### config.mk
export PLATFORM = sky130hd
export DESIGN_NAME = adc_fifo_unpacker_flat
export DESIGN_NICKNAME = d
export VERILOG_FILES = /design/src/rtl/adc_rd_pkg.sv /design/src/rtl/adc_fifo_unpacker_if.sv /design/src/rtl/adc_rd_flags.sv /design/src/rtl/adc_fifo_unpacker.sv /design/src/flat_wrapper.sv
export SDC_FILE = /design/constraint.sdc
export NUM_CORES = 1
export LEC_CHECK = 0
export CELL_PAD_IN_SITES_DETAIL_PLACEMENT = 1
export CELL_PAD_IN_SITES_GLOBAL_PLACEMENT = 2
export CORE_MARGIN = 4
export CORE_UTILIZATION = 34
export DETAILED_ROUTE_END_ITERATION = 6
export PLACE_DENSITY = 0.95
export RECOVER_POWER = 25
export SKIP_LAST_GASP = 1
export SYNTH_ARGS = -nofsm -noshare
export SYNTH_HDL_FRONTEND = slang
export SYNTH_HIERARCHICAL = 1
export SYNTH_SLANG_ARGS = --single-unit
export TNS_END_PERCENT = 20
### constraint.sdc
create_clock -name rd_clk -period 4 [get_ports rd_clk]
set_clock_uncertainty 0.15 [all_clocks]
set_input_delay 0.4 -clock rd_clk [delete_from_list [all_inputs] [get_ports rd_clk]]
set_output_delay 0.4 -clock rd_clk [all_outputs]
set_load 0.005 [all_outputs]
### src/rtl/adc_rd_pkg.sv
// Shared definitions for the ADC FIFO read-side unpacker.
// ST_HDR only exists when ADC_UNPACK_HEADER_EN is defined.
package adc_rd_pkg;

  localparam int          SLICES_PER_WORD = 8;
  localparam int          SLICE_W         = 32;
  localparam int          FIFO_W          = 256;
  localparam logic [15:0] HDR_TAG_DEFAULT = 16'hA5A5;

  typedef enum logic [1:0] {
    ST_IDLE = 2'd0,
    ST_WAIT = 2'd1,
    ST_SEND = 2'd2
`ifdef ADC_UNPACK_HEADER_EN
    ,
    ST_HDR  = 2'd3
`endif
  } state_t;

endpackage

### src/rtl/adc_fifo_unpacker_if.sv
// FIFO read port plus the outgoing 32-bit valid/ready stream of the unpacker.
// The slave modport is the unpacker; the master modport is its environment.
interface adc_fifo_unpacker_if;
  import adc_rd_pkg::*;

  logic                fifo_empty;
  logic                fifo_full;
  logic                fifo_valid;
  logic [5:0]          fifo_rd_data_cnt;
  logic [FIFO_W-1:0]   fifo_data;
  logic                fifo_rd_en;
  logic [SLICE_W-1:0]  out_data;
  logic                out_valid;
  logic                out_ready;

  modport slave (
    input  fifo_empty, fifo_full, fifo_valid, fifo_rd_data_cnt, fifo_data,
    output fifo_rd_en,
    output out_data, out_valid,
    input  out_ready
  );

  modport master (
    output fifo_empty, fifo_full, fifo_valid, fifo_rd_data_cnt, fifo_data,
    input  fifo_rd_en,
    input  out_data, out_valid,
    output out_ready
  );

endinterface

### src/rtl/adc_rd_flags.sv
// Status flags for the FIFO read side: registered block-ready threshold
// compare and a sticky FIFO-full indicator.
module adc_rd_flags #(
  parameter int BLK_THRESH = 16
) (
  input  logic       rd_clk,
  input  logic       rst_n,
  input  logic       fifo_full,
  input  logic       clr_ovf,
  input  logic [5:0] fifo_rd_data_cnt,
  output logic       blk_ready,
  output logic       ovf_sticky
);

  always_ff @(posedge rd_clk or negedge rst_n) begin
    if (!rst_n) begin
      blk_ready  <= 1'b0;
      ovf_sticky <= 1'b0;
    end else begin
      blk_ready <= (fifo_rd_data_cnt >= 6'(BLK_THRESH));
      // A fresh overflow outranks a simultaneous clear.
      if (fifo_full)
        ovf_sticky <= 1'b1;
      else if (clr_ovf)
        ovf_sticky <= 1'b0;
    end
  end

endmodule

### src/rtl/adc_fifo_unpacker.sv
// Pops 256-bit ADC words from the FIFO and streams them out as eight 32-bit
// slices, LSB first. ADC_UNPACK_HEADER_EN adds a {HDR_TAG, frame_cnt} word per frame.
module adc_fifo_unpacker
  import adc_rd_pkg::*;
#(
  parameter int          BLK_THRESH  = 16,
  parameter int          FRAME_WORDS = 8,
  parameter logic [15:0] HDR_TAG     = HDR_TAG_DEFAULT
) (
  input  logic                rd_clk,
  input  logic                rst_n,
  adc_fifo_unpacker_if.slave  bus,
  output logic                blk_ready,
  output logic [15:0]         frame_cnt,
  output logic                ovf_sticky,
  input  logic                clr_ovf
);

  localparam int               IDX_W      = $clog2(SLICES_PER_WORD);
  localparam logic [IDX_W-1:0] LAST_SLICE = IDX_W'(SLICES_PER_WORD - 1);
  localparam logic [15:0]      LAST_WORD  = 16'(FRAME_WORDS - 1);

  state_t             state;
  state_t             next_state;
  logic [FIFO_W-1:0]  shreg;
  logic [IDX_W-1:0]   slice_idx;
  logic [15:0]        word_idx;
  logic               rd_en;
  logic               valid;
  logic [SLICE_W-1:0] data;
  logic               slice_hs;
  logic               word_done;

  assign slice_hs  = (state == ST_SEND) && bus.out_ready;
  assign word_done = slice_hs && (slice_idx == LAST_SLICE);

  always_ff @(posedge rd_clk or negedge rst_n) begin
    if (!rst_n)
      state <= ST_IDLE;
    else
      state <= next_state;
  end

  // The pop is gated by rst_n so fifo_rd_en reads 0 throughout reset.
  always_comb begin
    next_state = state;
    rd_en      = 1'b0;
    valid      = 1'b0;
    data       = '0;
    case (state)
      ST_IDLE: begin
        if (rst_n && !bus.fifo_empty) begin
          rd_en      = 1'b1;
          next_state = ST_WAIT;
        end
      end
      ST_WAIT: begin
        if (bus.fifo_valid) begin
`ifdef ADC_UNPACK_HEADER_EN
          next_state = (word_idx == 16'd0) ? ST_HDR : ST_SEND;
`else
          next_state = ST_SEND;
`endif
        end
      end
`ifdef ADC_UNPACK_HEADER_EN
      ST_HDR: begin
        valid = 1'b1;
        data  = {HDR_TAG, frame_cnt};
        if (bus.out_ready)
          next_state = ST_SEND;
      end
`endif
      ST_SEND: begin
        valid = 1'b1;
        data  = shreg[SLICE_W-1:0];
        if (word_done)
          next_state = ST_IDLE;
      end
      default: next_state = ST_IDLE;
    endcase
  end

  always_ff @(posedge rd_clk or negedge rst_n) begin
    if (!rst_n) begin
      shreg     <= '0;
      slice_idx <= '0;
      word_idx  <= '0;
      frame_cnt <= '0;
    end else begin
      if (state == ST_WAIT && bus.fifo_valid) begin
        shreg     <= bus.fifo_data;
        slice_idx <= '0;
      end else if (slice_hs) begin
        shreg     <= shreg >> SLICE_W;
        slice_idx <= slice_idx + 1'b1;
      end
      if (word_done) begin
        if (word_idx == LAST_WORD) begin
          word_idx  <= '0;
          frame_cnt <= frame_cnt + 16'd1;
        end else begin
          word_idx <= word_idx + 16'd1;
        end
      end
    end
  end

  assign bus.fifo_rd_en = rd_en;
  assign bus.out_valid  = valid;
  assign bus.out_data   = data;

  adc_rd_flags #(
    .BLK_THRESH(BLK_THRESH)
  ) u_flags (
    .rd_clk           (rd_clk),
    .rst_n            (rst_n),
    .fifo_full        (bus.fifo_full),
    .clr_ovf          (clr_ovf),
    .fifo_rd_data_cnt (bus.fifo_rd_data_cnt),
    .blk_ready        (blk_ready),
    .ovf_sticky       (ovf_sticky)
  );

endmodule

### src/flat_wrapper.sv
// flat-port wrapper written by rule: the top's interface ports become plain ports
module adc_fifo_unpacker_flat import adc_rd_pkg::*;
#(
  parameter int          BLK_THRESH  = 16,
  parameter int          FRAME_WORDS = 8,
  parameter logic [15:0] HDR_TAG     = HDR_TAG_DEFAULT
)
  (rd_clk, rst_n, blk_ready, frame_cnt, ovf_sticky, clr_ovf, bus_fifo_empty, bus_fifo_full, bus_fifo_valid, bus_fifo_rd_data_cnt, bus_fifo_data, bus_fifo_rd_en, bus_out_data, bus_out_valid, bus_out_ready);
  adc_fifo_unpacker_if bus_i ();
  input  logic rd_clk;
  input  logic rst_n;
  output logic blk_ready;
  output logic [15:0] frame_cnt;
  output logic ovf_sticky;
  input  logic clr_ovf;
  input wire logic [$bits(bus_i.fifo_empty)-1:0] bus_fifo_empty;
  input wire logic [$bits(bus_i.fifo_full)-1:0] bus_fifo_full;
  input wire logic [$bits(bus_i.fifo_valid)-1:0] bus_fifo_valid;
  input wire logic [$bits(bus_i.fifo_rd_data_cnt)-1:0] bus_fifo_rd_data_cnt;
  input wire logic [$bits(bus_i.fifo_data)-1:0] bus_fifo_data;
  output wire logic [$bits(bus_i.fifo_rd_en)-1:0] bus_fifo_rd_en;
  output wire logic [$bits(bus_i.out_data)-1:0] bus_out_data;
  output wire logic [$bits(bus_i.out_valid)-1:0] bus_out_valid;
  input wire logic [$bits(bus_i.out_ready)-1:0] bus_out_ready;
  assign bus_i.fifo_empty = bus_fifo_empty;
  assign bus_i.fifo_full = bus_fifo_full;
  assign bus_i.fifo_valid = bus_fifo_valid;
  assign bus_i.fifo_rd_data_cnt = bus_fifo_rd_data_cnt;
  assign bus_i.fifo_data = bus_fifo_data;
  assign bus_fifo_rd_en = bus_i.fifo_rd_en;
  assign bus_out_data = bus_i.out_data;
  assign bus_out_valid = bus_i.out_valid;
  assign bus_i.out_ready = bus_out_ready;
  adc_fifo_unpacker #(.BLK_THRESH(BLK_THRESH), .FRAME_WORDS(FRAME_WORDS), .HDR_TAG(HDR_TAG)) u_core (.rd_clk(rd_clk), .rst_n(rst_n), .bus(bus_i), .blk_ready(blk_ready), .frame_cnt(frame_cnt), .ovf_sticky(ovf_sticky), .clr_ovf(clr_ovf));
endmodule
==> After elaboration in Yosys (flattened, before gate mapping) <==
Cells that the tools add are included.
{ "classes": {"addsub": 3, "order_cmp": 1, "n_eq_ne": 7, "mux": 15, "reduce_logical": 10} }
{ "op_table": {"columns": ["cell", "n"], "rows": [
  ["$mux 256", 2],
  ["$add 16x1->16 const B", 2],
  ["$mux 32", 1],
  ["$eq 16x3->1 const B", 1],
  ["$mux 16", 1],
  ["$ge 6x5->1 const B", 1],
  ["$mux 2", 3],
  ["$mux 3", 2],
  ["$pmux 2 s3", 1],
  ["$mux 1", 5],
  ["$logic_and 1x1->1", 4],
  ["$ne 2x1->1 const B", 2],
  ["$reduce_bool 2->1", 2],
  ["$add 3x1->3 const B", 1],
  ["$eq 3x3->1 const B", 1],
  ["$reduce_and 3->1", 1],
  ["$eq 2x1->1 const B", 1],
  ["$eq 2x2->1 const B", 1],
  ["$logic_not 2->1", 1],
  ["$ne 2x2->1 const B", 1],
  ["$reduce_and 2->1", 1],
  ["$logic_not 1->1", 1]
]} }
{ "word_totals": {"ff_bits": 295, "wordCells": 43} }

==> Longest topological paths before layout <==
Gate-level depths: netlist of run 1.
{ "depth": {"word_depth": 5, "ltp_mapped": 8} }

==> Modules after synthesis <==
The synthesis of run 1 kept the hierarchy.
{ "modules_own_cells": {"columns": ["module", "instances", "cells_each", "area_per_inst_um2", "seq_area_each_um2"], "rows": [
  ["adc_fifo_unpacker", 1, 1248, 13284.0, 7332.0],
  ["adc_rd_flags", 1, 5, 67.6, 50.0]
]} }

==> Worst setup path after synthesis of run 1 <==
OpenSTA, ideal clock, no wires.
{ "synth_timing": {"path_kind": "register to register", "start": "reg u_core.slice_idx[0]", "end": "reg u_core.frame_cnt[1]", "setup_ns": 0.125, "arrival_time_ns": 1.893, "required_ns": 3.725, "slack_ns": 1.832, "stages_incl_launch_ff": 8, "path_buffers": 1, "path_cell_list": "dfrtp_1 -> ha_1 -> ha_1 -> nand4b_2 -> or4_1 -> buf_2 -> nor2_1 -> mux2_2"} }
{ "synth_between": {"elab_chain_cells": 3} }
{ "synth_lines": {"columns": ["item", "line", "rtl"], "rows": [
  ["start, declared", "adc_fifo_unpacker.sv:26", "logic [IDX_W-1:0] slice_idx;"],
  ["start signal, assigned", "adc_fifo_unpacker.sv:96", "slice_idx <= slice_idx + 1'b1;"],
  ["$eq 3x3->1", "adc_fifo_unpacker.sv:35", "assign word_done = slice_hs && (slice_idx == LAST_SLICE);"],
  ["$logic_and 1x1->1", "adc_fifo_unpacker.sv:35", null],
  ["$reduce_and 2->1 (no source line)", null, null],
  ["end signal, assigned", "adc_fifo_unpacker.sv:101", "frame_cnt <= frame_cnt + 16'd1;"],
  ["end, declared", "adc_fifo_unpacker.sv:14", "output logic [15:0] frame_cnt,"]
]} }
No other way between the ends.
A chain may end at the register's enable or synchronous reset.

==> Worst setup path in the final report of run 1 <==
{ "layout_timing": {"start": "in rst_n", "end": "out bus_fifo_rd_en"} }
{ "layout_between": {"elab_chain_cells": 3} }
{ "layout_lines": {"columns": ["item", "line", "rtl"], "rows": [
  ["start, declared", "flat_wrapper.sv:11", "input logic rst_n;"],
  ["$logic_and 1x1->1", "adc_fifo_unpacker.sv:52", "if (rst_n && !bus.fifo_empty) begin"],
  ["$mux 1", "adc_fifo_unpacker.sv:52", null],
  ["$mux 1", "adc_fifo_unpacker.sv:50", "case (state)"],
  ["end, declared", "flat_wrapper.sv:21", "output wire logic [$bits(bus_i.fifo_rd_en)-1:0] bus_fifo_rd_en;"]
]} }
No other way between the ends.

==> flow_summary.toml, run 1 <==
[setup_path]
path_delay_family = "buffers and inverters"
critical_path_buf_inv_count = 3
worst-setup-path-type = "primary input to output port"
crit_path_cell_trace = "dlygate4sd3_1, buf_8, nor4b_1, clkdlybuf4s50_1"
cp_data_required_time_ps = 3450
startpoint_type = "primary input"
critical-path-slowest-cell = "sky130_fd_sc_hd__clkdlybuf4s50_1"
largest_stage_delay_on_the_critical_path_ps = 600
critPathArrivalTime_ps = 2390
crit_fanout = 44
crit_path_end_kind = "output port"

[placement]
finalWeightedCongestion = 0.785
preCtsSetupSlack_ps = 938
placedCellCount = 2012
port_buffers = 316
hpwl_mm = 27.2

[drt]
drtIter0Drc = 426
firstDrtPassIters = 4
detail_route.drc_violations = 0
wl_per_cell_um = 18.7
routed-via-count = 10000
drt-total-wl_mm = 38.8
detail-route-antenna-nets = 0
drt-vias-per-instance = 4.82

[floorplanning]
core_area_sq_um = 38700
fp.dieW_um = 206
die-height_um = 206
initial_core_util = 0.345
die_area_sq_um = 42500
boundaryPins = 321
rows = 72

[timing]
whs_ps = 223
slew_headroom = 0.392
tightest_slew_ps = 911
setup_slack_ps = 1060
setup-violations-final = 0
finalCritPeriodShare = 0.736
post-route-min-period_ps = 2940
hold_viol_final = 0
timing.setup.tns_ps = 0
timing.fmax_mhz = 340
slew_viol_final = 0
grt_setup_unrepaired = "no"

[final_layout]
layout-drive-gt1-share = 0.0514
final_net_count = 1806
final_cell_count_no_fill = 2080
post-route-util = 0.468
layout-area-overhead-vs-synth_pct = 35.7
num-fill-cells = 4216

[clock_network]
worstSkewPairLatency_ps = 520
htreeDepth = 2
clock_tree_root_buffer_cell = "sky130_fd_sc_hd__clkbuf_16"
number_of_gates_resized_after_cts = 0
clk_pin_slew_worst_paths_ps = 50
cts_made_buffers = 36
numClockSinks = 295
cts-root-to-sink-buffers = 3
cts_tree = "yes"
cts_setup_buffers = 0

[synthesis]
avgSynthCellArea_sq_um = 10.7
sequential_element_share_of_the_synthesized_area = 0.553
ys.flop_type = "sky130_fd_sc_hd__dfrtp_1"
netlist_top_cells_area = "sky130_fd_sc_hd__dfrtp_1 55%, sky130_fd_sc_hd__mux2i_1 17%, sky130_fd_sc_hd__o21ai_0 8.5%"
synth.ff_latch_count = 295
synthDominantAreaCellType = "sky130_fd_sc_hd__dfrtp_1"
post_synth_num_cell_types = 36
syn_area_sq_um = 13400
synth-edff-count = 0
syn-num-nets = 1526
synth_async_sr_flop_share = 1.00
yosysTopAreaCellShare = 0.553
yosys_warnings = 6
syn-instance-count = 1253

[grt]
first_global_vias = 10900
grt_pass1_wl_mm = 60.4
grt_max_degree = 164
number_of_antenna_violations_at_the_first_check_in_global_routing = 7
gr-usage-all-layers = 0.177
grt.overflow.total = 0

[run_status]
status = "finished clean"

[worst_hold_path]
min-delay-path-class = "primary input to asynchronous set/reset pin"

[job]
number_of_maximum_capacitance_violations = 0

[pwr]
cellLeakagePower_nw = 7.44
power-per-cell-area_nw_per_um2 = 591
worst_ir_drop_vdd_v = 0.000302
==> sequential cells by signal, summed over array words and instances, names as in the netlist <==
name                       flops
u_core/frame_cnt              16
u_core/word_idx               16
u_core/state                   2
u_core/u_flags/ovf_sticky      1
u_core/shreg                 256
u_core/slice_idx               3
u_core/u_flags/blk_ready       1
==> worst reg2reg max path, delay by kind of cell (launching register included) <==
kind / cells / cell delay [ps]
fa+ha+maj: 2 / 360
xor+xnor: 1 / 220
flops: 1 / 380
simple gates: 3 / 1680
==> power breakdown <==
group,total (mW),switching [mW],internal (mW),leakage (nW)
combinational,2.96,1.62,1.34,2.99
sequential,4.63,0.625,4.01,3.91
clock,3.11,1.25,1.86,0.543
==> routing by layer <==
metal / vias up / part of all wire / track usage
li1: 4903 / - / -
met1: 4850 / 0.45 / 0.236
met2: 228 / 0.46 / 0.285
met3: 52 / 0.062 / 0.0469
met4: 0 / 0.024 / 0.0520
met5: - / 0 / 0
==> worst paths after layout <==
path | startpoint | to | slack, ps | cells past startpoint
setup / recovery | rst_n | bus_fifo_rd_en | 1060 | 4
max in group asynchronous | rst_n | u_core/shreg[10]$_DFFE_PN0P_ | 1860 | 4
hold / removal | rst_n | u_core/shreg[227]$_DFFE_PN0P_ | 220 | 2
setup reg to reg | u_core/slice_idx[0]$_DFFE_PN0P_ | u_core/frame_cnt[7]$_DFFE_PN0P_ | 1130 | 6
hold reg to reg | u_core/shreg[220]$_DFFE_PN0P_ | u_core/shreg[220]$_DFFE_PN0P_ | 320 | 2
min in group rd_clk | bus_fifo_full | u_core/u_flags/ovf_sticky$_DFFE_PN0P_ | 310 | 2
==> cells by family (layout without fill, tap and decap cells) <==
kind of cell | Yosys count | in the layout | share of synthesized area
AO/OA/AOI/OAI | 266 | 266 | 0.110
XOR/XNOR | 29 | 29 | 0.0190
adder cells (fa/ha/maj) | 4 | 4 | 0.00375
buffers and inverters | 98 | 401 | 0.0320
flip-flops | 295 | 295 | 0.553
multiplexers | 225 | 225 | 0.169
other | 0 | 6 | 0
AND/OR/NAND/NOR | 336 | 336 | 0.114
==> metrics by stage <==
stage               power, mW  cell area, sq um
floorplan                6.44             13400
global placement         7.43             17000
detailed placement       7.66             17000
CTS                      10.9             18100
global route             11.5             18100
finish                   10.7             18100
==> cell type report <==
type | instances | area [sq um] | share of cell area
Antenna cell | 6 | 15.0 | 0.000828
Clock buffer | 52 | 1030 | 0.0570
Clock inverter | 9 | 82.6 | 0.00456
Inverter | 7 | 26.3 | 0.00145
Multi-Input combinational cell | 860 | 5550 | 0.306
Sequential cell | 295 | 7380 | 0.407
Tap cell | 518 | 648 | 0.0358
Timing Repair Buffer | 333 | 3390 | 0.187
==> cells in the mapped netlist, types with 7 or more instances <==
cell type / number
sky130_fd_sc_hd__dfrtp_1: 295
sky130_fd_sc_hd__mux2i_1: 224
sky130_fd_sc_hd__nor2_1: 8
sky130_fd_sc_hd__nand3_1: 15
sky130_fd_sc_hd__nor4_1: 8
sky130_fd_sc_hd__inv_1: 7
sky130_fd_sc_hd__a22o_1: 32
sky130_fd_sc_hd__nor3_1: 7
sky130_fd_sc_hd__xor2_1: 22
sky130_fd_sc_hd__and2_1: 33
sky130_fd_sc_hd__clkbuf_1: 46
sky130_fd_sc_hd__nand2_1: 240
sky130_fd_sc_hd__buf_2: 41
sky130_fd_sc_hd__xnor2_1: 7
sky130_fd_sc_hd__o21ai_0: 227
==> cells in the final DEF, fill, tap and decap left out, drive strengths merged, types with 2 or more instances in the layout <==
master         netlist  final
nor3                 7      7
diode                0      6
dfrtp              295    295
clkdlybuf4s50        0    314
dlygate4sd3          0      2
nand3               15     15
clkbuf              46     52
or2                  2      2
clkinv               0      4
ha                   4      4
nor2                 8      8
o21ai              227    227
and2                33     33
nand2              240    240
a21o                 3      3
or4                  2      2
mux2i              224    224
buf                 45     17
a21oi                3      3
clkinvlp             0      2
nand4                2      2
xnor2                7      7
inv                  7      9
a22o                32     32
and3                 5      5
xor2                22     22
nor4                14     14
==> repair_timing <==
action / in CTS / in global routing
endpoints found under the setup margin: 0 / 0
hold buffers: 1 / 0
hold endpoints to repair: 41 / 0
Note: power is estimated with default switching activity, not from simulation.
==> run 2: changes to the inputs <==
Settings changed: CORE_UTILIZATION 34 to 28, PLACE_DENSITY 0.95 to 0.87.
Clock period 4 ns to 2.4 ns, I/O delays scaled along.
==> run 2 against run 1 <==
Worst setup slack worse by 1200 ps. Non-clock buffer count rose by 40. Sequential share of layout area fell by 1.4 points. Highest routed layer unchanged. Die area is 21% higher. Flip-flop and latch count unchanged. The run now ends with negative setup slack left.
==> flow_summary.toml, run 2 (synthesized netlist as in run 1, its figures left out) <==
[run_status]
status = "complete, but fails checks"
violations = "negative setup slack"

[setup_path]
worst-setup-path-type = "primary input to output port"
crit_path_start = "rst_n"
timing.reg2reg.setup_slack_ps = 60
startpoint_type = "primary input"
cp_data_required_time_ps = 2010
reg2regPathDepth = 6
critPathArrivalTime_ps = 2120
launching_point_of_the_worst_reg2reg_path = "u_core/state[1]$_DFFE_PN0P_"
worst_setup_path_endpoint = "bus_fifo_rd_en"
crit_path_end_kind = "output port"
r2r_end = "u_core/shreg[167]$_DFFE_PN0P_"
crit_fanout = 2

[placement]
placedCellCount = 2139
port_buffers = 316
preCtsSetupSlack_ps = 119
finalWeightedCongestion = 0.755
hpwl_mm = 29.0
post_dp_cell_area_sq_um = 17500

[drt]
wl_per_cell_um = 17.9
detail_route.drc_violations = 0
detail-route-antenna-nets = 0
routed-via-count = 10100
drt-total-wl_mm = 39.6
firstDrtPassIters = 6
drt-vias-per-instance = 4.57
drtIter0Drc = 481

[floorplanning]
die_area_sq_um = 51200
fp.dieW_um = 226
boundaryPins = 321
rows = 79
initial_core_util = 0.285
die-height_um = 226
core_area_sq_um = 46900

[timing]
grt_setup_unrepaired = "yes"
post-route-min-period_ps = 2510
setup-violations-final = 9
hold_viol_final = 0
tightest_slew_ps = 1020
whs_ps = 117
slew_viol_final = 0
finalCritPeriodShare = 1.05
setup_slack_ps = -114
slew_headroom = 0.319
timing.fmax_mhz = 398

[final_layout]
largestRegisters = "u_core/shreg x256, u_core/frame_cnt x16, u_core/word_idx x16"
post-route-cell-area_sq_um = 18800
post-route-util = 0.400
mostFrequentLayoutCells = "296 x sky130_fd_sc_hd__clkdlybuf4s50_1, 295 x sky130_fd_sc_hd__dfrtp_1, 240 x sky130_fd_sc_hd__nand2_1"
largest_reg_flops = 256
layout-drive-gt1-share = 0.0798
layout-area-overhead-vs-synth_pct = 40.5
final_cell_count_no_fill = 2216
commonest_non_fill_non_tap_cell_in_the_layout = "sky130_fd_sc_hd__clkdlybuf4s50_1"
max_flop_register = "u_core/shreg"
final_net_count = 1848

[job]
number_of_maximum_capacitance_violations = 0

[clock_network]
clock_tree_root_buffer_cell = "sky130_fd_sc_hd__clkbuf_16"
worstSkewPairLatency_ps = 540
cts_made_buffers = 38
numClockSinks = 295
cts_tree = "yes"
cts-root-to-sink-buffers = 3
clk_pin_slew_worst_paths_ps = 50
htreeDepth = 2

[grt]
grt.overflow.total = 0
number_of_antenna_violations_at_the_first_check_in_global_routing = 6
grt_pass1_wl_mm = 62.1
first_global_vias = 11100
grt_max_degree = 148
gr-usage-all-layers = 0.152

[worst_hold_path]
min-delay-path-class = "primary input to flop"

[pwr]
power-per-cell-area_nw_per_um2 = 994
worst_ir_drop_vdd_v = 0.000577
cellLeakagePower_nw = 7.81
## run 2: cell types whose count changed in the layout (fill, tap and decap cells not counted), moves of 3 or more
cell / change
sky130_fd_sc_hd__clkinv_2: +6
sky130_fd_sc_hd__dlygate4sd3_1: +19
sky130_fd_sc_hd__bufinv_16: +3
sky130_fd_sc_hd__clkbuf_2: +3
sky130_fd_sc_hd__buf_4: +24
sky130_fd_sc_hd__clkdlybuf4s50_1: -18
sky130_fd_sc_hd__buf_12: +5
## run 2: cell type report
cell class / count / area (sq um)
Multi-Input combinational cell: 860 / 5550
Clock inverter: 19 / 228
Tap cell: 607 / 759
Antenna cell: 5 / 12.5
Sequential cell: 295 / 7380
Clock buffer: 50 / 1060
Fill cell: 5164 / 28100
Timing Repair Buffer: 373 / 3740
Inverter: 7 / 26.3
## run 2: power breakdown
group	switching [mW]	total, mW	internal, mW	leakage (nW)
combinational	2.72	5.20	2.48	3.27
clock	2.22	5.77	3.55	0.635
sequential	0.996	7.67	6.68	3.91
## run 2: worst min-delay path by stage
stage,from,to,cells past startpoint
floorplan,rst_n,u_core/frame_cnt[0]$_DFFE_PN0P_,0
global placement,rst_n,u_core/shreg[225]$_DFFE_PN0P_,1
detailed placement,rst_n,u_core/shreg[224]$_DFFE_PN0P_,1
CTS,bus_fifo_full,u_core/u_flags/ovf_sticky$_DFFE_PN0P_,2
global route,bus_fifo_full,u_core/u_flags/ovf_sticky$_DFFE_PN0P_,2
finish,bus_fifo_full,u_core/u_flags/ovf_sticky$_DFFE_PN0P_,2
## run 2: worst max-delay path, stage by stage
cell and delay [ps]:
sky130_fd_sc_hd__clkbuf_1 100, sky130_fd_sc_hd__dlygate4sd3_1 700, sky130_fd_sc_hd__nor4b_1 460, sky130_fd_sc_hd__clkdlybuf4s50_1 610
## run 2: metal layers
metal	track usage	vias to the layer above	share of wire
met5	0	-	0
met4	0.0495	0	0.024
met3	0.0360	56	0.058
met2	0.250	209	0.48
met1	0.197	4878	0.44
li1	-	4995	-
## run 2: timing repair
item                                    4_1_cts  5_1_grt
hold buffers                                  2        0
gates resized for setup                       1        0
endpoints found under the setup margin       33       87
endpoints found under the hold margin       295        0
setup buffers                                 1        0
pin swaps                                     0        0
## run 2: stage by stage
stage / TNS, ps / power, mW
floorplan: 0 / 10.7
global placement: 0 / 12.8
detailed placement: 0 / 13.1
CTS: -1250 / 19.1
global route: -11980 / 20.1
finish: -227 / 18.6
